`src/rtl/risc_v_mike_fetch_controller.sv`:
```
// Instruction fetch front end: sequential prefetch into a small queue toward decode,
// with redirect handling and a sticky fault for illegal fetch addresses.
module risc_v_mike_fetch_controller #(
  parameter int unsigned FIFO_DEPTH               = 2,
  parameter logic [31:0] MEM_MAP_TEXT_LOWER_LIMIT = 32'h0000_1000,
  parameter logic [31:0] RESET_PC                 = MEM_MAP_TEXT_LOWER_LIMIT,
  parameter int unsigned TEXT_WORDS               = 1024
) (
  input  logic        clk,
  input  logic        rst,
  output logic        imem_req,
  output logic [31:0] imem_addr,
  input  logic [31:0] imem_rd_data,
  input  logic        redirect_valid,
  input  logic [31:0] redirect_pc,
  output logic        dec_valid,
  input  logic        dec_ready,
  output logic [31:0] dec_instr,
  output logic [31:0] dec_pc,
  output logic        fetch_fault,
  output logic [31:0] fault_pc
);

  localparam int unsigned PTR_W      = $clog2(FIFO_DEPTH);
  localparam int unsigned CNT_W      = PTR_W + 1;
  localparam int unsigned OCC_W      = CNT_W + 1;
  localparam logic [31:0] TEXT_BYTES = 32'(TEXT_WORDS * 4);

  typedef enum logic {RUN, FAULT} state_e;

  state_e             state_q;
  logic [31:0]        fetch_pc_q;
  logic               inflight_q;
  logic [31:0]        inflight_pc_q;
  logic [31:0]        instr_q [FIFO_DEPTH];
  logic [31:0]        pc_q    [FIFO_DEPTH];
  logic [PTR_W-1:0]   wr_ptr_q;
  logic [PTR_W-1:0]   rd_ptr_q;
  logic [CNT_W-1:0]   count_q;
  logic [CNT_W-1:0]   count_d;
  logic [31:0]        fault_pc_q;

  logic               fetch_legal;
  logic               redirect_legal;
  logic               push;
  logic               pop;
  logic [OCC_W-1:0]   occupancy;

  // Legal iff word aligned and inside the text window (unsigned wrap-around offset).
  function automatic logic is_legal(input logic [31:0] pc);
    logic [31:0] off;
    off = pc - MEM_MAP_TEXT_LOWER_LIMIT;
    return (pc[1:0] == 2'b00) && (off < TEXT_BYTES);
  endfunction

  assign fetch_legal    = is_legal(fetch_pc_q);
  assign redirect_legal = is_legal(redirect_pc);

  assign dec_valid = !rst && (count_q != '0) && !redirect_valid;
  assign pop       = dec_valid && dec_ready;
  assign push      = !rst && inflight_q && !redirect_valid;
  assign occupancy = OCC_W'(count_q) + OCC_W'(inflight_q) - OCC_W'(pop);
  assign count_d   = count_q + CNT_W'(push) - CNT_W'(pop);

  // Credit check counts the in-flight response so a push can never hit a full queue.
  assign imem_req = !rst && (state_q == RUN) && fetch_legal && !redirect_valid &&
                    (occupancy < OCC_W'(FIFO_DEPTH));

  assign imem_addr   = rst ? RESET_PC : fetch_pc_q;
  assign dec_instr   = rst ? '0 : instr_q[rd_ptr_q];
  assign dec_pc      = rst ? '0 : pc_q[rd_ptr_q];
  assign fetch_fault = !rst && (state_q == FAULT);
  assign fault_pc    = rst ? '0 : fault_pc_q;

  always_ff @(posedge clk) begin
    if (rst) begin
      state_q       <= RUN;
      fetch_pc_q    <= RESET_PC;
      inflight_q    <= 1'b0;
      inflight_pc_q <= '0;
      instr_q       <= '{default: '0};
      pc_q          <= '{default: '0};
      wr_ptr_q      <= '0;
      rd_ptr_q      <= '0;
      count_q       <= '0;
      fault_pc_q    <= '0;
    end else if (redirect_valid) begin
      // Redirect flushes everything, including a coincident push or pop.
      fetch_pc_q <= redirect_pc;
      inflight_q <= 1'b0;
      wr_ptr_q   <= '0;
      rd_ptr_q   <= '0;
      count_q    <= '0;
      if (redirect_legal) begin
        state_q <= RUN;
      end else begin
        state_q    <= FAULT;
        fault_pc_q <= redirect_pc;
      end
    end else begin
      inflight_q <= imem_req;
      if (imem_req) begin
        fetch_pc_q    <= fetch_pc_q + 32'd4;
        inflight_pc_q <= fetch_pc_q;
      end
      if (push) begin
        instr_q[wr_ptr_q] <= imem_rd_data;
        pc_q[wr_ptr_q]    <= inflight_pc_q;
        wr_ptr_q          <= wr_ptr_q + PTR_W'(1);
      end
      if (pop) begin
        rd_ptr_q <= rd_ptr_q + PTR_W'(1);
      end
      count_q <= count_d;
      // Queue and in-flight response keep draining after the fault is raised.
      if (state_q == RUN && !fetch_legal) begin
        state_q    <= FAULT;
        fault_pc_q <= fetch_pc_q;
      end
    end
  end

endmodule

```
`config.mk`:
```
export PLATFORM = sky130hd
export DESIGN_NAME = risc_v_mike_fetch_controller
export DESIGN_NICKNAME = d
export VERILOG_FILES = /design/src/rtl/risc_v_mike_fetch_controller.sv
export SDC_FILE = /design/constraint.sdc
export NUM_CORES = 1
export LEC_CHECK = 0
export ABC_AREA = 0
export CORE_MARGIN = 4
export CORE_UTILIZATION = 40
export DETAILED_ROUTE_END_ITERATION = 7
export GPL_ROUTABILITY_DRIVEN = 0
export PLACE_DENSITY = 0.76
export SLEW_MARGIN = 0
export SYNTH_ARGS = -nofsm -noshare
export SYNTH_HDL_FRONTEND = slang
export SYNTH_SLANG_ARGS = --single-unit
```
`constraint.sdc`:
```
create_clock -name clk -period 3.7 [get_ports clk]
set_input_delay 0.74 -clock clk [delete_from_list [all_inputs] [get_ports clk]]
set_output_delay 0.74 -clock clk [all_outputs]
set_load 0.01 [all_outputs]
```
==> impl_metrics.py, run 1 <==
metrics = {
    "worst_setup_path": {
        "worstPathArrival_ns": 2.94,
        "crit_start": "rst",
        "crit_path_cell_trace": "buf_8 -> nor2_4 -> o21a_1 -> and2_4 -> ha_4 -> nand2b_4 -> fa_2 -> and4b_1 -> nand4_1 -> nor4_4 -> buf_2",
        "end_kind": "output port",
        "rrSetupSlack_ns": 0.64,
        "crit_path_max_fanout": 2,
        "r2r_start": "fetch_pc_q[13]",
        "crit_end": "imem_req",
        "crit_buf_inv": 2,
        "r2r_cells": 6,
        "r2r_end": "fault_pc_q[30]",
        "required_ns": 2.96,
        "cp_num_cells": 11,
        "critPathSlowestCell": "fa_2",
        "crit_path_max_incr_delay_ns": 0.51,
        "path_delay_family": "simple AND/OR/NAND/NOR gates",
        "start_kind": "input port",
        "path_class": "in2out",
    },
    "logic_synthesis": {
        "syn_area_sq_um": 9936,
        "synthCells": 1183,
        "synthFlopType": "dfxtp_1",
        "yosys_warnings": 0,
        "ys_seq_area_share_pct": 46.34,
        "synth_edf_count": 0,
        "synth-seq-cells": 230,
        "synth.distinct_cells": 50,
        "syn_avg_cell_area_sq_um": 8.399,
        "syn_nets": 1256,
        "async_flop_share_pct": 0,
    },
    "power": {
        "powerDensity_nw_per_um2": 404.5,
        "p_sw_w": 0.001249,
        "p_int_w": 0.004035,
        "switching_share_pct": 23.63,
        "worst_ir_drop_vdd_mv": 0.2365,
        "p_comb_share_pct": 8.1,
        "p_seq_share_pct": 48.5,
        "leakagePower_nw": 4.490,
        "power.share.clock_pct": 43.4,
    },
    "timing": {
        "post-route-min-period_ns": 3.680,
        "worstMarginPinSlew_ns": 1.101,
        "slew_violations": 0,
        "setup_viol": 0,
        "max_freq_mhz": 271.8,
        "hold_slack_ns": 0.4529,
        "clock_skew_ns": 0.02013,
        "hold_violations": 0,
        "fin_crit_sh_pct": 99.45,
        "rsz0062_at_grt": "true",
        "slew_headroom_pct": 26.44,
        "tns_ns": 0,
    },
    "cts": {
        "ctsRootBufferMaster": "clkbuf_16",
        "clk_latency_ns": 0.52,
        "clk_path_buf_depth": 3,
        "htree_levels": 1,
        "cts_hold_buf": 0,
        "clkTransAtPathRegs_ns": 0.06,
        "clock_sinks": 230,
        "cts_tree": "yes",
        "cts_made_buffers": 25,
    },
    "detailed_routing": {
        "initialDrtViolationCount": 711,
        "ant_nets": 0,
        "viasPerCell": 5.067,
        "drc_errors": 0,
        "wl_um": 25610,
        "vias": 8573,
        "wire_per_inst_um": 15.14,
        "drtPass1Iterations": 8,
    },
    "layout": {
        "drive_above_1_share_pct": 9.064,
        "layout.nets": 1422,
        "final_cell_mix": "nand2_1 (269), dfxtp_1 (229), clkdlybuf4s50_1 (194)",
        "num-fill-cells": 2265,
        "num_antenna_cells": 0,
        "final_util_pct": 53.54,
        "final_common_cell": "nand2_1",
        "area_growth_syn_to_layout_pct": 31.44,
    },
    "global_routing": {
        "grt-ovfl-total": 0,
        "grt.total_usage_pct": 17.85,
        "grt_max_degree": 180,
        "antenna_found_initial": 0,
        "grt_pass1_wl_um": 42460,
        "grt_pass1_vias": 8518,
    },
    "placed_design": {
        "dpl.hpwl_um": 16520,
        "numPortBuffers": 198,
    },
    "floorplan": {
        "rows": 57,
        "chipWidth_um": 165.6,
        "initial_core_util_pct": 40.74,
        "pin_count": 199,
        "dieArea_sq_um": 27430,
        "die_h_um": 165.6,
        "core_sq_um": 24390,
    },
    "min_path": {
        "min_path_type": "reg2reg",
    },
    "run_status": {
        "status": "finished clean",
    },
    "flow_run": {
        "drv_cap": 0,
    },
}
==> worst min-delay path, stage by stage, from the launching register on <==
cell     delay [ns]
dfxtp_1        0.31
nand2_1        0.05
a21oi_1        0.05
==> cell type report <==
cell class,count,area [sq um],share of cell area [%]
flip-flops and latches,230,4608,35.28
well taps,324,405.4,3.104
clock inverters,12,75.07,0.5748
multi-input cells,861,5017,38.42
repair buffers,222,2241,17.16
inverters,9,33.78,0.2587
clock buffers,34,679.4,5.202
==> logic make-up (layout without fill, tap and decap cells) <==
| kind of cell | after synthesis | in the layout | share of synthesized area, % |
|---|---|---|---|
| simple gates | 544 | 544 | 24.88 |
| xor+xnor | 6 | 6 | 0.5289 |
| buf+inv | 92 | 277 | 3.816 |
| mux | 137 | 137 | 14.20 |
| flops | 230 | 230 | 46.34 |
| fa+ha+maj | 5 | 5 | 0.7052 |
| compound gates | 169 | 169 | 9.520 |
==> worst min-delay path by stage <==
| stage | end | start | depth (start not counted) |
|---|---|---|---|
| final | pc_q[1] | pc_q[1] | 2 |
| after global routing | pc_q[29] | pc_q[29] | 2 |
| after CTS | pc_q[29] | pc_q[29] | 2 |
| after detailed placement | pc_q[29] | pc_q[29] | 2 |
| after global placement | instr_q[0] | instr_q[0] | 2 |
| after floorplan | instr_q[32] | instr_q[32] | 2 |
==> Yosys cell counts (3+ instances only) <==
| library cell | n | area share (%) |
|---|---|---|
| o21ai_0 | 6 | 0.30 |
| ha_1 | 4 | 0.50 |
| and2_1 | 23 | 1.4 |
| o221ai_1 | 7 | 0.62 |
| mux2i_1 | 105 | 11 |
| nor2_1 | 121 | 4.6 |
| clkbuf_1 | 68 | 2.6 |
| nand4_1 | 4 | 0.25 |
| or4b_2 | 5 | 0.50 |
| inv_1 | 9 | 0.34 |
| nand3_1 | 15 | 0.76 |
| a21oi_1 | 133 | 6.7 |
| mux2_2 | 32 | 3.6 |
| a32oi_1 | 3 | 0.26 |
| a22oi_1 | 7 | 0.53 |
| xnor2_1 | 4 | 0.35 |
| nand2_1 | 269 | 10 |
| nor4_1 | 9 | 0.57 |
| or3_1 | 4 | 0.25 |
| nor3_1 | 13 | 0.65 |
| nor2b_1 | 60 | 3.8 |
| dfxtp_1 | 230 | 46 |
| buf_1 | 9 | 0.34 |
| or4_1 | 3 | 0.23 |
| nand2b_1 | 4 | 0.25 |
==> sequential cells by signal, summed over array words and instances (netlist names) <==
| register | flops |
|---|---|
| count_q | 2 |
| fault_pc_q | 32 |
| fetch_pc_q | 32 |
| inflight_pc_q | 32 |
| inflight_q | 1 |
| instr_q | 64 |
| pc_q | 64 |
| rd_ptr_q | 1 |
| state_q | 1 |
| wr_ptr_q | 1 |
==> routing by layer <==
layer / vias to the layer above / part of all wire (%) / GRT usage [%] / routed length (um)
met2: 205 / 48 / 31.02 / 12180
met3: 37 / 5.5 / 3.646 / 1416
met4: 0 / 1.9 / 4.376 / 495
met5: - / 0 / 0 / 0
li1: 4310 / - / - / -
met1: 4021 / 45 / 22.81 / 11520
==> power groups by stage <==
stage	sequential (W)	clock [W]	combinational (W)
detailed placement	0.00262	0	0.000426
global route	0.00257	0.00246	0.000467
global placement	0.00261	0	0.000423
finish	0.00256	0.00229	0.000430
floorplan	0.00260	0	0.000239
CTS	0.00256	0.00235	0.000432
==> repair_timing <==
action	4_1_cts	5_1_grt
pin swaps	4	0
setup endpoints to repair	1	10
setup buffers	2	0
resized for setup	8	1
cloned	0	0
==> stage by stage <==
stage               power, W  instances  cell area (sq um)  setup slack (ns)
floorplan           0.002841       1183               9992           -0.1109
global placement    0.003037       1644              12280           -0.6732
detailed placement  0.003042       1644              12280           -0.7778
CTS                 0.005346       1692              13060         -0.007414
global route        0.005494       1692              13060          -0.06451
finish              0.005283       1692              13060           0.02039
Power figures use the tool's default switching activity.
==> inputs of run 2 (changes only) <==
--- a/config.mk
+++ b/config.mk
@@ -8,6 +8,7 @@
 export ABC_AREA = 0
 export CORE_MARGIN = 4
 export CORE_UTILIZATION = 40
+export CTS_BUF_LIST = sky130_fd_sc_hd__clkbuf_8
 export DETAILED_ROUTE_END_ITERATION = 7
 export GPL_ROUTABILITY_DRIVEN = 0
 export PLACE_DENSITY = 0.76
==> run 2 against run 1 <==
Final area grew 0.60%. Clock skew fell by 0.00095 ns. Core utilization up 0.32 points. Critical path type unchanged. Critical endpoint unchanged. Largest power group unchanged.
==> impl_metrics.py, run 2 (synthesis results as in run 1) <==
metrics = {
    "run_status": {
        "status": "finished clean",
    },
    "floorplan": {
        "die_h_um": 165.6,
        "dieArea_sq_um": 27430,
        "initial_core_util_pct": 40.74,
        "pin_count": 199,
        "chipWidth_um": 165.6,
        "rows": 57,
        "core_sq_um": 24390,
    },
    "layout": {
        "area_growth_syn_to_layout_pct": 32.24,
        "final_common_cell": "nand2_1",
        "reg_top3": "instr_q (64), pc_q (64)",
        "layout.cells.non_filler": 1718,
        "layout.nets": 1438,
        "num_antenna_cells": 0,
        "drive_above_1_share_pct": 10.47,
        "final_cell_mix": "nand2_1 (269), dfxtp_1 (228), clkdlybuf4s50_1 (194)",
    },
    "timing": {
        "slew_headroom_pct": 24.85,
        "hold_violations": 0,
        "post-route-min-period_ns": 3.673,
        "max_freq_mhz": 272.2,
        "setup_viol": 0,
        "tns_ns": 0,
        "rsz0062_at_grt": "true",
        "clock_skew_ns": 0.01918,
        "worstMarginPinSlew_ns": 1.125,
        "hold_slack_ns": 0.4529,
        "slew_violations": 0,
        "fin_crit_sh_pct": 99.28,
        "setup_slack_ns": 0.02658,
    },
    "detailed_routing": {
        "viasPerCell": 5.040,
        "vias": 8658,
        "wl_um": 25860,
        "drc_errors": 0,
        "ant_nets": 0,
        "drtPass1Iterations": 5,
        "wire_per_inst_um": 15.05,
        "initialDrtViolationCount": 581,
    },
    "power": {
        "p_int_w": 0.004083,
        "power.share.clock_pct": 44.1,
        "p_sw_w": 0.001274,
        "p_seq_share_pct": 47.8,
        "p_comb_share_pct": 8.0,
        "powerDensity_nw_per_um2": 407.8,
        "worst_ir_drop_vdd_mv": 0.3242,
        "switching_share_pct": 23.79,
        "leakagePower_nw": 4.592,
    },
    "cts": {
        "cts_tree": "yes",
        "htree_levels": 2,
        "cts_made_buffers": 41,
        "clk_latency_ns": 0.52,
        "clk_path_buf_depth": 3,
        "ctsRootBufferMaster": "clkbuf_8",
        "clkTransAtPathRegs_ns": 0.06,
        "clock_sinks": 230,
    },
    "placed_design": {
        "place_inst": 1644,
        "dp_slack_ns": -0.7778,
        "numPortBuffers": 198,
        "dpl.hpwl_um": 16520,
    },
    "global_routing": {
        "grt_max_degree": 180,
        "grt-ovfl-total": 0,
        "grt_pass1_vias": 8660,
        "antenna_found_initial": 0,
        "grt.total_usage_pct": 18.12,
        "grt_pass1_wl_um": 42720,
    },
    "worst_setup_path": {
        "start_kind": "input port",
        "end_kind": "output port",
        "required_ns": 2.96,
        "path_class": "in2out",
        "crit_path_max_fanout": 2,
        "worstPathArrival_ns": 2.93,
    },
    "min_path": {
        "min_path_type": "reg2reg",
    },
    "flow_run": {
        "drv_cap": 0,
    },
}
[run 2: cell count changes in the layout (fill, tap and decap cells not counted), moves of 2 or more]
cell and change:
clkbuf_1 -7, inv_1 +12, bufinv_16 +2, clkbuf_8 +47, clkbuf_16 -25, inv_6 -2
[run 2: routing by layer]
layer / share of wire (%) / global-route usage, %
met1: 45 / 22.27
met2: 48 / 31.52
met3: 5.3 / 4.409
met4: 2.3 / 5.452
met5: 0 / 0
[run 2: metrics by stage]
| step | power, W | util [%] | area (sq um) |
|---|---|---|---|
| after global routing | 0.005579 | 53.87 | 13140 |
| after CTS | 0.005427 | 53.83 | 13130 |
| final | 0.005358 | 53.87 | 13140 |
| after detailed placement | 0.003042 | 50.34 | 12280 |
| after global placement | 0.003037 | 50.34 | 12280 |
| after floorplan | 0.002841 | - | 9992 |
[run 2: final cells by class]
cell class,count,area (sq um)
sequential,230,4609
inverter,9,33.78
fill,2273,11250
clock inverter,23,157.7
tap,324,405.4
multi-input combinational,861,5017
timing repair buffer,222,2241
clock buffer,49,674.4
[run 2: critical path: stages]
cell	delay, ns
buf_8	0.10
nor2_4	0.10
o21a_1	0.15
and2_4	0.16
ha_4	0.19
nand2b_4	0.13
fa_2	0.51
and4b_1	0.22
nand4_1	0.17
nor4_4	0.26
buf_2	0.20
[run 2: repair_timing]
action / in CTS / in global routing
pin swaps: 4 / 0
hold buffers: 0 / 0
resized for setup: 7 / 3
buffers inserted: 2 / 0
cloned: 0 / 0
setup endpoints to repair: 1 / 4
[run 2: power groups by stage]
stage	sequential, W	clock [W]	combinational [W]
after global routing	0.00257	0.00254	0.000467
after floorplan	0.00260	0	0.000239
final	0.00256	0.00236	0.000431
after detailed placement	0.00262	0	0.000426
after global placement	0.00261	0	0.000423
after CTS	0.00256	0.00243	0.000432
[run 2: worst paths after layout]
path              cells after the start  slack [ns]            from        endpoint
setup / recovery                     11        0.03             rst        imem_req
hold / removal                        2        0.45      instr_q[2]      instr_q[2]
hold reg to reg                       2        0.45      instr_q[2]      instr_q[2]
setup reg to reg                      6        0.60  fetch_pc_q[13]  fault_pc_q[10]
==> inputs of run 3 (changes only) <==
--- a/config.mk
+++ b/config.mk
@@ -16,3 +16,4 @@
 export SYNTH_ARGS = -nofsm -noshare
 export SYNTH_HDL_FRONTEND = slang
 export SYNTH_SLANG_ARGS = --single-unit
+export TNS_END_PERCENT = 5
==> results of run 3 <==
No change in the layout: final DEF, timing and power equal those of run 2.
